File: config.mk
export PLATFORM = sky130hd
export DESIGN_NAME = f20_result_framer
export DESIGN_NICKNAME = d
export VERILOG_FILES = /design/src/rtl/f20_result_framer.sv
export SDC_FILE = /design/constraint.sdc
export NUM_CORES = 1
export LEC_CHECK = 0
export ABC_AREA = 1
export BUFFER_PORTS_ARGS = -buffer_cell sky130_fd_sc_hd__buf_2
export CAP_MARGIN = 40
export CORE_MARGIN = 3
export CORE_UTILIZATION = 25
export CTS_BUF_LIST = sky130_fd_sc_hd__clkbuf_2
export CTS_CLUSTER_SIZE = 16
export DETAILED_ROUTE_END_ITERATION = 6
export PLACE_DENSITY_LB_ADDON = 0.12
export SYNTH_ARGS = -nofsm -noshare
export SYNTH_HDL_FRONTEND = slang
export SYNTH_SLANG_ARGS = --single-unit
File: constraint.sdc
create_clock -name clk -period 6.94 [get_ports clk]
set_clock_uncertainty 0.15 [all_clocks]
set_input_delay 1.041 -clock clk [delete_from_list [all_inputs] [get_ports clk]]
set_output_delay 1.041 -clock clk [all_outputs]
set_load 0.02 [all_outputs]
File: src/rtl/f20_result_framer.sv
// Tags each multiplier result with its frame position and buffers it in a
// small FWFT FIFO feeding a valid/ready stream; sticky flags for loss and Inf/NaN.
module f20_result_framer #(
  parameter  int N_COL      = 16,
  parameter  int N_ROW      = 8,
  parameter  int DEPTH_LOG2 = 3,
  localparam int CW         = (N_COL > 1) ? $clog2(N_COL) : 1,
  localparam int RW         = (N_ROW > 1) ? $clog2(N_ROW) : 1
) (
  input  logic                  clk,
  input  logic                  reset,
  input  logic                  in_rdy,
  input  logic [19:0]           in_data,
  output logic                  out_valid,
  input  logic                  out_ready,
  output logic [19:0]           out_data,
  output logic [CW-1:0]         out_col,
  output logic [RW-1:0]         out_row,
  output logic                  out_eol,
  output logic                  out_eof,
  output logic [DEPTH_LOG2:0]   fifo_count,
  output logic                  overflow,
  output logic                  nan_seen,
  output logic                  error
);

  localparam int DEPTH = 1 << DEPTH_LOG2;

  typedef struct packed {
    logic [19:0]   data;
    logic [CW-1:0] col;
    logic [RW-1:0] row;
    logic          eol;
    logic          eof;
  } entry_t;

  entry_t                r_mem [DEPTH];
  logic [DEPTH_LOG2-1:0] r_wr_ptr;
  logic [DEPTH_LOG2-1:0] r_rd_ptr;
  logic [DEPTH_LOG2:0]   r_count;
  logic [CW-1:0]         r_col;
  logic [RW-1:0]         r_row;
  logic                  r_ovf;
  logic                  r_nan;
  logic                  r_run;

  logic   w_push_req;
  logic   w_push;
  logic   w_pop;
  logic   w_full;
  logic   w_empty;
  logic   w_eol;
  logic   w_eof;
  logic   w_nonfinite;
  entry_t w_new;
  entry_t w_head;

  // The first edge after reset release only arms the block, so every output
  // is still zero after it even if the multiplier strobes immediately.
  always_ff @(posedge clk or posedge reset) begin
    if (reset) r_run <= 1'b0;
    else       r_run <= 1'b1;
  end

  assign w_push_req  = in_rdy & r_run;
  assign w_full      = (r_count == (DEPTH_LOG2+1)'(DEPTH));
  assign w_empty     = (r_count == '0);
  assign w_pop       = ~w_empty & out_ready;
  // A full FIFO still accepts when the head leaves on the same edge.
  assign w_push      = w_push_req & (~w_full | w_pop);
  assign w_eol       = (r_col == CW'(N_COL-1));
  assign w_eof       = w_eol & (r_row == RW'(N_ROW-1));
  assign w_nonfinite = (in_data[18:11] == 8'hFF);

  always_comb begin
    w_new      = '0;
    w_new.data = in_data;
    w_new.col  = r_col;
    w_new.row  = r_row;
    w_new.eol  = w_eol;
    w_new.eof  = w_eof;
  end

  // Storage needs no reset: nothing is visible unless the count says so.
  always_ff @(posedge clk) begin
    if (w_push) r_mem[r_wr_ptr] <= w_new;
  end

  always_ff @(posedge clk or posedge reset) begin
    if (reset) begin
      r_wr_ptr <= '0;
      r_rd_ptr <= '0;
      r_count  <= '0;
    end else begin
      if (w_push) r_wr_ptr <= r_wr_ptr + 1'b1;
      if (w_pop)  r_rd_ptr <= r_rd_ptr + 1'b1;
      case ({w_push, w_pop})
        2'b10:   r_count <= r_count + 1'b1;
        2'b01:   r_count <= r_count - 1'b1;
        default: r_count <= r_count;
      endcase
    end
  end

  // Geometry follows every strobe, dropped or not, to stay frame-aligned.
  always_ff @(posedge clk or posedge reset) begin
    if (reset) begin
      r_col <= '0;
      r_row <= '0;
    end else if (w_push_req) begin
      if (w_eol) begin
        r_col <= '0;
        r_row <= w_eof ? '0 : r_row + 1'b1;
      end else begin
        r_col <= r_col + 1'b1;
      end
    end
  end

  always_ff @(posedge clk or posedge reset) begin
    if (reset) begin
      r_ovf <= 1'b0;
      r_nan <= 1'b0;
    end else begin
      if (w_push_req & w_full & ~w_pop) r_ovf <= 1'b1;
      if (w_push_req & w_nonfinite)     r_nan <= 1'b1;
    end
  end

  assign w_head     = r_mem[r_rd_ptr];
  assign out_valid  = ~w_empty;
  assign out_data   = out_valid ? w_head.data : '0;
  assign out_col    = out_valid ? w_head.col  : '0;
  assign out_row    = out_valid ? w_head.row  : '0;
  assign out_eol    = out_valid & w_head.eol;
  assign out_eof    = out_valid & w_head.eof;
  assign fifo_count = r_count;
  assign overflow   = r_ovf;
  assign nan_seen   = r_nan;
  assign error      = r_ovf | r_nan;

endmodule

* Yosys cells after proc, flatten, opt, wreduce, memory -nomap -nowiden *
Memories as Yosys holds them, arrays and structs flattened.
Index checks and enable logic that the tools add are counted.

storage, ports and cells
  latch bits = 0
  memory bits (writable) = 232
  bits of input ports = 24
  memory bits (read-only) = 0
  output and inout port bits = 37
  memories kept = 1
  bits in registers = 20
  logic and storage cells = 46

operators by class
  equal/unequal tests = 6
  multiply operators = 0
  bitwise gates (word level) = 14
  divide/modulo/power cells = 0
  add/sub/neg operators = 6
  order comparisons = 0
  mux-type cells = 8
  reduce and logical (&&, ||, !) cells = 3
  shift-type cells = 0

memories
  memory  depth  bits a word  rd ports  clocked after memory_dff  wr ports  RTL line  RTL
  r_mem   8      29           1         0                         1         37        entry_t r_mem [DEPTH];

operator list
  operator               number
  $mux W20               1
  $add A3 B1 Y3 const B  3
  $and A1 B1 Y1          9
  $add A4 B1 Y4 const B  2
  $eq A4 B4 Y1 const B   2
  $eq A8 B8 Y1 const B   1
  $mux W4                2
  $pmux W4 S2            1
  $mux W3                2
  $logic_not A4 Y1       1
  $sub A4 B1 Y4 const B  1
  $eq A3 B3 Y1 const B   1
  $not A1 Y1             3
  $eq A2 B1 Y1 const B   1
  $eq A2 B2 Y1 const B   1
  $mux W1                2
  $or A1 B1 Y1           2
  $reduce_and A2 Y1      1
  $reduce_bool A2 Y1     1

* Logic depth before layout (Yosys ltp) *
Gate-level depths: netlist of run 1.

  depth after elaboration = 7
  mapped depth = 14
  depth with buffers taken out = 14

* Least setup slack after synthesis of run 1 *
OpenSTA, ideal clock, no wires.

  path type = input to register
  start point = in in_rdy
  end point = mem r_mem[0][0] (netlist name), enable pin
  required time = 6.375 ns
  path buffers = 0
  cell stages on the path = 5
  data arrival time = 2.880 ns
  path slack = 3.495 ns
  setup time = 0.415 ns
  cells stage by stage = nand2_1 -> inv_2 -> nand2_1 -> or2_1 -> nor2_1

on the way
  cells in the longest elaborated chain, start to end = 4

RTL lines
  element                        RTL line  RTL
  from (decl)                    12        input logic in_rdy,
  $and A1 B1 Y1                  65        assign w_push_req = in_rdy & r_run;
  $and A1 B1 Y1                  70        assign w_push = w_push_req & (~w_full | w_pop);
  $mux W1                        86        if (w_push) r_mem[r_wr_ptr] <= w_new;
  $mux W1 (not written as such)  86
  to (decl)                      37

Every way passes these cells.

* Worst setup path after layout of run 1 *
  start point = reg r_rd_ptr[0]
  end point = out out_row[0]

on the way
  cells in the longest elaborated chain, start to end = 2

RTL lines
  element                 RTL line  RTL
  from (decl)             39        logic [DEPTH_LOG2-1:0] r_rd_ptr;
  from (signal assigned)  96        if (w_pop) r_rd_ptr <= r_rd_ptr + 1'b1;
  $mem_v2 Z8 W29          n/a
  $mux W3                 134       assign out_row = out_valid ? w_head.row : '0;
  to (decl)               18        output logic [RW-1:0] out_row,

Every way passes these cells.

==> metrics, run 1 <==
YS warnings 0; worst min path class input port to flip-flop; first-pass GRT wire length 40000 um; worst reg2reg path startpoint r_run; Post-DP Area about 11000 um2; final hold slack 0.340 ns; Primary FF master, synth edfxtp_1; Tightest Pin Transition 0.831 ns; Final Non-Filler Cells 1470; hold path depth 1; combinational power share 0.348; Slew Viols, Final 0; Vias 6382; Post-CTS Setup Bufs 0; share of layout cells above drive strength 1 0.220; count of cell types in the netlist 30; GRT Resource Usage Total 0.121; Die Width 208 um; Final #Nets 923; CP required 5.75 ns; row count 73; Clock Sinks 252; final setup vio count 0; main area contributors after synthesis edfxtp_1, nor2_1, o21ai_0, dfrtp_1, mux2i_1; most used cell, CP nor2_1; worst setup margin 2.53 ns; syn nets 817; CP max stage delay 0.73 ns; WHS Endpoint r_mem[1][11]; Worst Setup Path Type flip-flop to output port; drt total wl 26100 um; reg-to-reg slack, setup 4.35 ns; Die Ht 208 um; Net Sw Power 1.93 mW; Routed wire per std cell between 15 and 20 um; final core utilization 0.294; switching share of power 0.404; FF+latch count, synth approximately 250; Period minus WS final 4.41 ns; Post-synth EDFFs 232; FILL cells 4103; sequential area share after synthesis 0.734; Crit Path Max Fanout 53; CTS resizes 0; status finished, final reports clean; TritonCTS clock tree built; HP Start in_data[2]; largest net degree at the start of global routing 78; Post-DRT Antenna Nets 0; Overall Power 4.78 mW; Mapped Avg Cell Area 12.9 um2; R2R Path End r_mem[5][18]; initial antenna violation count 1; Detailed Route Iter0 Violations approximately 430; reg2reg path depth 7; placer's final routability congestion estimate 0.688; Die ar. 43100 um2; most frequent cells in the layout edfxtp_1, nor2_1, o21ai_0, clkbuf_2, buf_2; area delta synth->final 15.4%; I/O Buffers 60; VDD IR max ~0.16 mV; Max Fclk 227 MHz; final instance area 11700 um2; Clk pwr share 0.231; RSZ-0062 raised after global routing no; Mapped Cells 787; clk_lat worst skew 0.82 ns; Starting Density 0.255; H-tree Lvls 3; relative slew slack 0.446; crit path cell chain buf_4 -> nor2_1 -> nor2_1 -> o21ai_0 -> o21ai_1 -> o21ai_0 -> nor2_1 -> buf_2; pre-CTS setup slack 3.34 ns; drc violations 0; Hold Fails Final Rpt 0; DRT Pass-1 Iters 4; gr ovfl total 0; number of global-route vias before repair 6465; Cell Area, Synth 10200 um2; HPWL after detailed placement 13700 um; placed cells between 1000 and 1500; register area 7470 um2; Core ar. 39900 um2; Crit-path slowest cell dfrtp_4; maxcap violations 0; clk buf depth 3; multi-input logic area ~2400 um2; Power Density 407 nW/um2; Internal 2.85 mW; Ports just over 60; Clock Tree Root clkbuf_2; leading area contributor after synthesis edfxtp_1; Flop pwr share 0.421; sum of negative setup slack 0 ns; ratio of final minimum period to clock period 0.636; CTS clk-pin slew, worst paths around 0.090 ns; CTS buffer count 71; asr flop ratio synth 0.0794; share of the synthesized area in the top cell type 0.685; arrival time at the worst endpoint 3.22 ns; commonest non-fill, non-tap cell in the layout edfxtp_1; Leak 4.24 nW; Worst setup SP type flip-flop; drt via density approximately 4.3; endpoint class of the critical path output port
registers in the layout (all words and copies together), names as in the netlist:
signal	count
r_col	4
r_row	3
r_wr_ptr	3
r_run	1
nan_seen	1
fifo_count	4
r_mem	232
overflow	1
r_rd_ptr	3
layer usage:
metal	track usage	wire length, um	share of wire
met1	0.167	12400	0.48
met2	0.187	11900	0.46
met3	0.0308	1250	0.048
met4	0.0398	508	0.019
met5	0	0	0
worst max-delay path, delay by kind of cell, from the launching register on:
kind / cells / cell delay [ns]
simple gates: 3 / 0.50
compound gates: 3 / 0.26
flops: 1 / 0.73
buf+inv: 2 / 0.87
how the worst max path moves through the flow:
stage	start	endpoint	slack (ns)
floorplan	in_rdy	r_mem[0][0]	3.49
global placement	r_rd_ptr[0]	out_row[0]	3.14
detailed placement	r_rd_ptr[1]	out_row[0]	3.34
CTS	r_rd_ptr[0]	out_row[0]	2.33
global route	r_rd_ptr[1]	out_row[0]	2.17
finish	r_rd_ptr[0]	out_row[0]	2.53
power groups by stage:
stage | clock [mW] | sequential (mW) | combinational [mW]
global route | 1.25 | 2.04 | 1.87
floorplan | 0 | 1.93 | 1.25
detailed placement | 0 | 2.05 | 1.70
CTS | 1.17 | 2.02 | 1.71
global placement | 0 | 2.05 | 1.68
finish | 1.10 | 2.01 | 1.66
what timing repair did:
item,4_1_cts,5_1_grt
hold endpoints to repair,8,0
setup endpoints to repair,0,0
hold buffers,1,0
cell usage after synthesis (4+ instances only):
master,instances
buf_2,14
o21ai_1,37
nand2_1,42
inv_1,19
edfxtp_1,232
nor2_1,188
ha_1,6
buf_4,6
o22ai_1,29
dfrtp_1,20
xor2_1,4
nand3_1,10
clkbuf_1,10
mux2i_1,29
o21ai_0,114
clkbuf_2,6
area by class of cell:
type | instances | area share
clock inverters | 13 | 0.00907
well taps | 525 | 0.0560
multi-input cells | 470 | 0.203
diodes | 1 | 0.000213
repair buffers | 77 | 0.0401
flip-flops and latches | 252 | 0.637
clock buffers | 111 | 0.0474
inverters | 21 | 0.00693
cells by family after synthesis:
kind of cell,count (synthesis),synth area share
flip-flops,252,0.734
AO/OA/AOI/OAI,182,0.0934
adder cells (fa/ha/maj),6,0.00738
multiplexers,29,0.0286
XOR/XNOR,5,0.00431
buffers and inverters,65,0.0370
other,1,0.000369
AND/OR/NAND/NOR,247,0.0945
(Power assumes the default switching activity.)
==> run 2: changes to the inputs <==
==> constraint.sdc (replaced) <==
create_clock -name clk -period 4.6 [get_ports clk]
set_clock_uncertainty 0.15 [all_clocks]
set_input_delay 0.69 -clock clk [delete_from_list [all_inputs] [get_ports clk]]
set_output_delay 0.69 -clock clk [all_outputs]
set_load 0.02 [all_outputs]
==> metrics, run 2 (synthesis gave the netlist of run 1 again) <==
Largest register FFs 232 (unchanged); Routed wire per std cell 17.6 um (-0.53%); commonest non-fill, non-tap cell in the layout edfxtp_1; largest net degree at the start of global routing 57 (-27%); sum of negative setup slack 0 ns (unchanged); Final #Nets 947 (+2.6%); CP required 3.76 ns (-1.99 ns); worst min path class input port to flip-flop; R2R Path End r_mem[3][25]; number of global-route vias before repair 6698 (+3.6%); Worst Setup EP out_data[2]; GRT Resource Usage Total 0.123 (+0.00182); reg-to-reg slack, setup 2.13 ns (-2.22 ns); Core ar. 39900 um2 (unchanged); Power Density 599 nW/um2 (+47%); Die Ht 208 um (unchanged); CP delay by family, top buffers and inverters; TritonCTS clock tree built; CTS clk-pin slew, worst paths 0.10 ns (about the same); Crit. Startpoint r_rd_ptr[0]; Max Fclk between 200 and 300 MHz; register area 7470 um2 (unchanged); Post-DP Area 11100 um2 (+0.77%); final core utilization 0.300 (+0.00643); share of layout cells above drive strength 1 0.219 (-0.000877); hold path depth 3 (+2); ratio of final minimum period to clock period 0.842; Die ar. 43100 um2 (unchanged); final instance area 12000 um2 (+2.2%); VDD IR max 0.267 mV (+65%); row count 73 (unchanged); Crit-path slowest cell dfrtp_4; relative slew slack 0.546 (+0.0994); H-tree Lvls 3 (unchanged); Leak 4.35 nW (+2.5%); placer's final routability congestion estimate 0.665 (-3.3%); final setup vio count 0 (unchanged); initial antenna violation count 1 (unchanged); Tightest Pin Transition 0.682 ns (-0.149 ns); DRT Pass-1 Iters 4 (unchanged); Ports 61 (unchanged); arrival time at the worst endpoint 3.03 ns (-0.19 ns); endpoint class of the critical path output port; most frequent cells in the layout edfxtp_1, nor2_1, clkbuf_2, o21ai_0, buf_2; Post-DRT Antenna Nets 0 (unchanged); Hold Fails Final Rpt 0 (unchanged); CTS buffer count 72 (+1.4%); CP max stage delay 0.70 ns (-0.03 ns); drc violations 0 (unchanged); Starting Density 0.255 (unchanged); status finished, final reports clean; Vias 6376 (-0.094%); Detailed Route Iter0 Violations 335 (-22%); Clock Tree Root clkbuf_2; pre-CTS setup slack 1.51 ns (-1.83 ns); crit path cell chain buf_4 -> nor2_1 -> nor2_1 -> o21ai_0 -> o21ai_1 -> o21ai_0 -> nor2_1 -> buf_2; worst reg2reg path startpoint r_run; FILL cells 4098 (-0.12%); Worst Setup Path Type flip-flop to output port; I/O Buffers 60 (unchanged); most used cell, CP nor2_1; Worst setup SP type flip-flop; clk buf depth 3 (unchanged); HPWL after detailed placement 14300 um (+4.5%); worst setup margin 0.726 ns (-1.80 ns); Crit path depth 8 (unchanged); gr ovfl total 0 (unchanged); most flop-heavy register r_mem; maxcap violations 0 (unchanged); RSZ-0062 raised after global routing no; clk_lat worst skew 0.79 ns (-0.03 ns); CP bufs+invs 2 (unchanged); Period minus WS final 3.87 ns; reg2reg path depth 7 (unchanged); first-pass GRT wire length 40600 um (+1.5%); drt via density 4.27 (-1.6%); CTS resizes 0 (unchanged); drt total wl 26300 um (+0.96%); area delta synth->final 17.9%; Post-CTS Setup Bufs 0 (unchanged); Slew Viols, Final 0 (unchanged); Die Width 208 um (unchanged); Clock Sinks 252 (unchanged); Crit Path Max Fanout 56 (+5.7%); multi-input logic area 2380 um2 (unchanged)
[run 2: cell count changes in the layout (fill, tap and decap cells not counted), moves of 2 or more]
cell	previous run	this run
clkbuf_2	111	115
buf_12	1	5
inv_2	4	2
dlygate4sd3_1	1	21
clkinv_1	7	5
[run 2: cell type report]
cell class	instances	area share
Multi-Input combinational cell	470	0.199
Timing Repair Buffer	100	0.0630
Inverter	21	0.00678
Antenna cell	1	0.000209
Clock inverter	8	0.00480
Clock buffer	115	0.0480
Tap cell	525	0.0548
Sequential cell	252	0.624
[run 2: metal layers]
metal | GRT usage | vias to the layer above | part of all wire
met5 | 0 | - | 0
met2 | 0.201 | 111 | 0.47
met3 | 0.0281 | 51 | 0.036
met4 | 0.0446 | 0 | 0.023
li1 | - | 3136 | -
met1 | 0.160 | 3078 | 0.47
[run 2: timing repair]
action,CTS,global route
setup endpoints to repair,0,0
endpoints found under the hold margin,180,0
hold buffers,21,0
[run 2: through the flow]
stage	instances	total power, mW	hold WS, ns
floorplan	787	4.81	0.342
global placement	1345	5.69	0.353
detailed placement	1347	5.70	0.341
CTS	1491	7.39	0.0141
global route	1492	7.78	0.0368
finish	1492	7.18	0.167
[run 2: power breakdown]
part	internal [mW]	switching (mW)	total [mW]
Sequential	2.76	0.237	2.99
Combinational	0.831	1.74	2.57
Clock	0.701	0.915	1.62
Total	4.29	2.89	7.18
[run 2: how the worst min path moves through the flow]
stage,to,slack (ns),from
2_1_floorplan,r_wr_ptr[0],0.34,r_wr_ptr[0]
3_3_place_gp,nan_seen,0.35,nan_seen
3_5_place_dp,nan_seen,0.34,nan_seen
4_1_cts,r_rd_ptr[0],0.01,out_ready
5_1_grt,r_rd_ptr[0],0.04,out_ready
6_report,r_rd_ptr[0],0.17,out_ready
[run 2: worst min-delay path: cells and delay by family]
kind	cells	cell delay (ns)
xor gates and xnor gates	1	0.08
and+or+nand+nor	1	0.15
buffers and inverters	1	0.14
==> run 3: changes to the inputs <==
==> constraint.sdc (replaced) <==
create_clock -name clk -period 3.7 [get_ports clk]
set_clock_uncertainty 0.15 [all_clocks]
set_input_delay 0.555 -clock clk [delete_from_list [all_inputs] [get_ports clk]]
set_output_delay 0.555 -clock clk [all_outputs]
set_load 0.02 [all_outputs]
==> metrics, run 3 (synthesis gave the netlist of run 1 again) <==
Post-DRT Antenna Nets 0 (unchanged); Tightest Pin Transition 0.792 ns (+0.110 ns); Hold Fails Final Rpt 0 (unchanged); H-tree Lvls 3 (unchanged); Routed wire per std cell 17.5 um (-0.75%); status finished, final reports clean; clk_lat worst skew 0.80 ns (about the same); maxcap violations 0 (unchanged); Crit Path Max Fanout 40 (-29%); RSZ-0062 raised after global routing no; drt total wl 26200 um (-0.35%); Crit-path slowest cell dfrtp_4; FILL cells 4130 (+0.78%); commonest non-fill, non-tap cell in the layout edfxtp_1; register area 7470 um2 (unchanged); most frequent cells in the layout edfxtp_1, nor2_1, o21ai_0, clkbuf_2, buf_2; first-pass GRT wire length 40400 um (-0.27%); area delta synth->final 19.7%; arrival time at the worst endpoint 2.70 ns (-0.33 ns); Post-DP Area 11200 um2 (+0.79%); drt via density 4.33 (+1.3%); CP bufs+invs 3 (+1); largest net degree at the start of global routing 60 (+5.3%); Clock Sinks 252 (unchanged); GRT Resource Usage Total 0.121 (-0.00130); Largest register FFs 232 (unchanged); number of global-route vias before repair 6693 (-0.075%); CTS buffer count 70 (-2.8%); GR Layer Usage met2 0.195 (-0.00637); ratio of final minimum period to clock period 0.920; DRT Pass-1 Iters 4 (unchanged); CP max stage delay 0.61 ns (-0.09 ns); VDD IR max 0.288 mV (+7.8%); Worst Setup Path Type flip-flop to output port; CP delay by family, top buffers and inverters; Ports 61 (unchanged); most flop-heavy register r_mem; Core ar. 39900 um2 (unchanged); Max Fclk 294 MHz; Die ar. 43100 um2 (unchanged); Clock Tree Root clkbuf_2; placer's final routability congestion estimate 0.698 (+4.9%); relative slew slack 0.470 (-0.0752); Die Ht 208 um (unchanged); multi-input logic area 2390 um2 (+0.10%); share of layout cells above drive strength 1 0.220 (+0.000703); crit path cell chain inv_6 -> buf_4 -> nor2_1 -> o21ai_0 -> o21ai_0 -> nor2_1 -> buf_2; Vias 6482 (+1.7%); HPWL after detailed placement 14800 um (+3.0%); row count 73 (unchanged); Die Width 208 um (unchanged); endpoint class of the critical path output port; CP required 2.99 ns (-0.77 ns); worst min path class flip-flop to flip-flop; gr busiest metal met2; Leak 4.41 nW (+1.4%); Slew Viols, Final 0 (unchanged); M1 GR Usage 0.161 (+0.00163); Detailed Route Iter0 Violations 308 (-8.1%); clk buf depth 3 (unchanged); Final #Nets 953 (+0.63%); drc violations 0 (unchanged); initial antenna violation count 1 (unchanged); Period minus WS final 3.40 ns; final instance area 12200 um2 (+1.5%); sum of negative setup slack 0 ns (unchanged); gr ovfl total 0 (unchanged); TritonCTS clock tree built; met3 global-route usage 0.0274 (-0.000756); I/O Buffers 60 (unchanged); final setup vio count 0 (unchanged); CTS clk-pin slew, worst paths 0.09 ns (about the same); Worst setup SP type flip-flop; Overall Power 9.15 mW (+28%); Starting Density 0.255 (unchanged); Power Density 752 nW/um2 (+26%)
[run 3: final timing paths]
check	depth (start not counted)	slack [ns]	from	to
hold / removal	2	0.37	nan_seen	nan_seen
min in group asynchronous	4	0.62	reset	fifo_count[3]
hold reg to reg	2	0.37	nan_seen	nan_seen
setup / recovery	7	0.30	r_rd_ptr[0]	out_data[0]
setup reg to reg	13	1.15	fifo_count[0]	fifo_count[2]
max in group asynchronous	5	2.40	reset	r_run
[run 3: area by class of cell]
cell class,count,share of cell area
diodes,1,0.000206
clock inverters,15,0.0115
multi-input cells,470,0.196
flip-flops and latches,252,0.614
well taps,525,0.0540
inverters,21,0.00689
repair buffers,108,0.0736
clock buffers,106,0.0436
[run 3: stage by stage]
stage | setup slack (ns) | std cells | utilization | hold slack (ns)
after floorplan | 0.741 | 787 | - | 0.342
after global placement | 0.781 | 1348 | 0.280 | 0.324
after detailed placement | 0.723 | 1351 | 0.281 | 0.337
after CTS | 0.0491 | 1497 | 0.305 | 0.261
after global routing | 0.00597 | 1498 | 0.305 | 0.317
final | 0.297 | 1498 | 0.305 | 0.372
[run 3: routing by layer]
| metal | share of wire | up-vias |
|---|---|---|
| met5 | 0 | - |
| met4 | 0.028 | 0 |
| met3 | 0.038 | 68 |
| met2 | 0.46 | 122 |
| met1 | 0.47 | 3142 |
| li1 | - | 3150 |
[run 3: report_power, final]
group          internal, mW  switching [mW]  total, mW
Sequential             3.43           0.244       3.67
Clock                 0.963            1.17       2.13
Combinational          1.12            2.22       3.35
[run 3: worst reg2reg max path: stages, from the launching register on]
cell	delay (ns)
dfrtp_1	0.45
nor2_1	0.23
nand2_2	0.51
nand3_1	0.37
nand2_1	0.08
nand2_1	0.06
inv_1	0.05
ha_1	0.17
inv_1	0.07
nand3_1	0.10
nand2_1	0.09
nand2_1	0.04
nand2_1	0.05
inv_1	0.03
[run 3: timing repair]
| item | in CTS | in global routing |
|---|---|---|
| endpoints found under the hold margin | 186 | 0 |
| setup endpoints to repair | 14 | 1 |
| hold buffers | 24 | 0 |
| gates cloned | 0 | 0 |
| gates resized for setup | 2 | 2 |
| setup buffers | 1 | 0 |
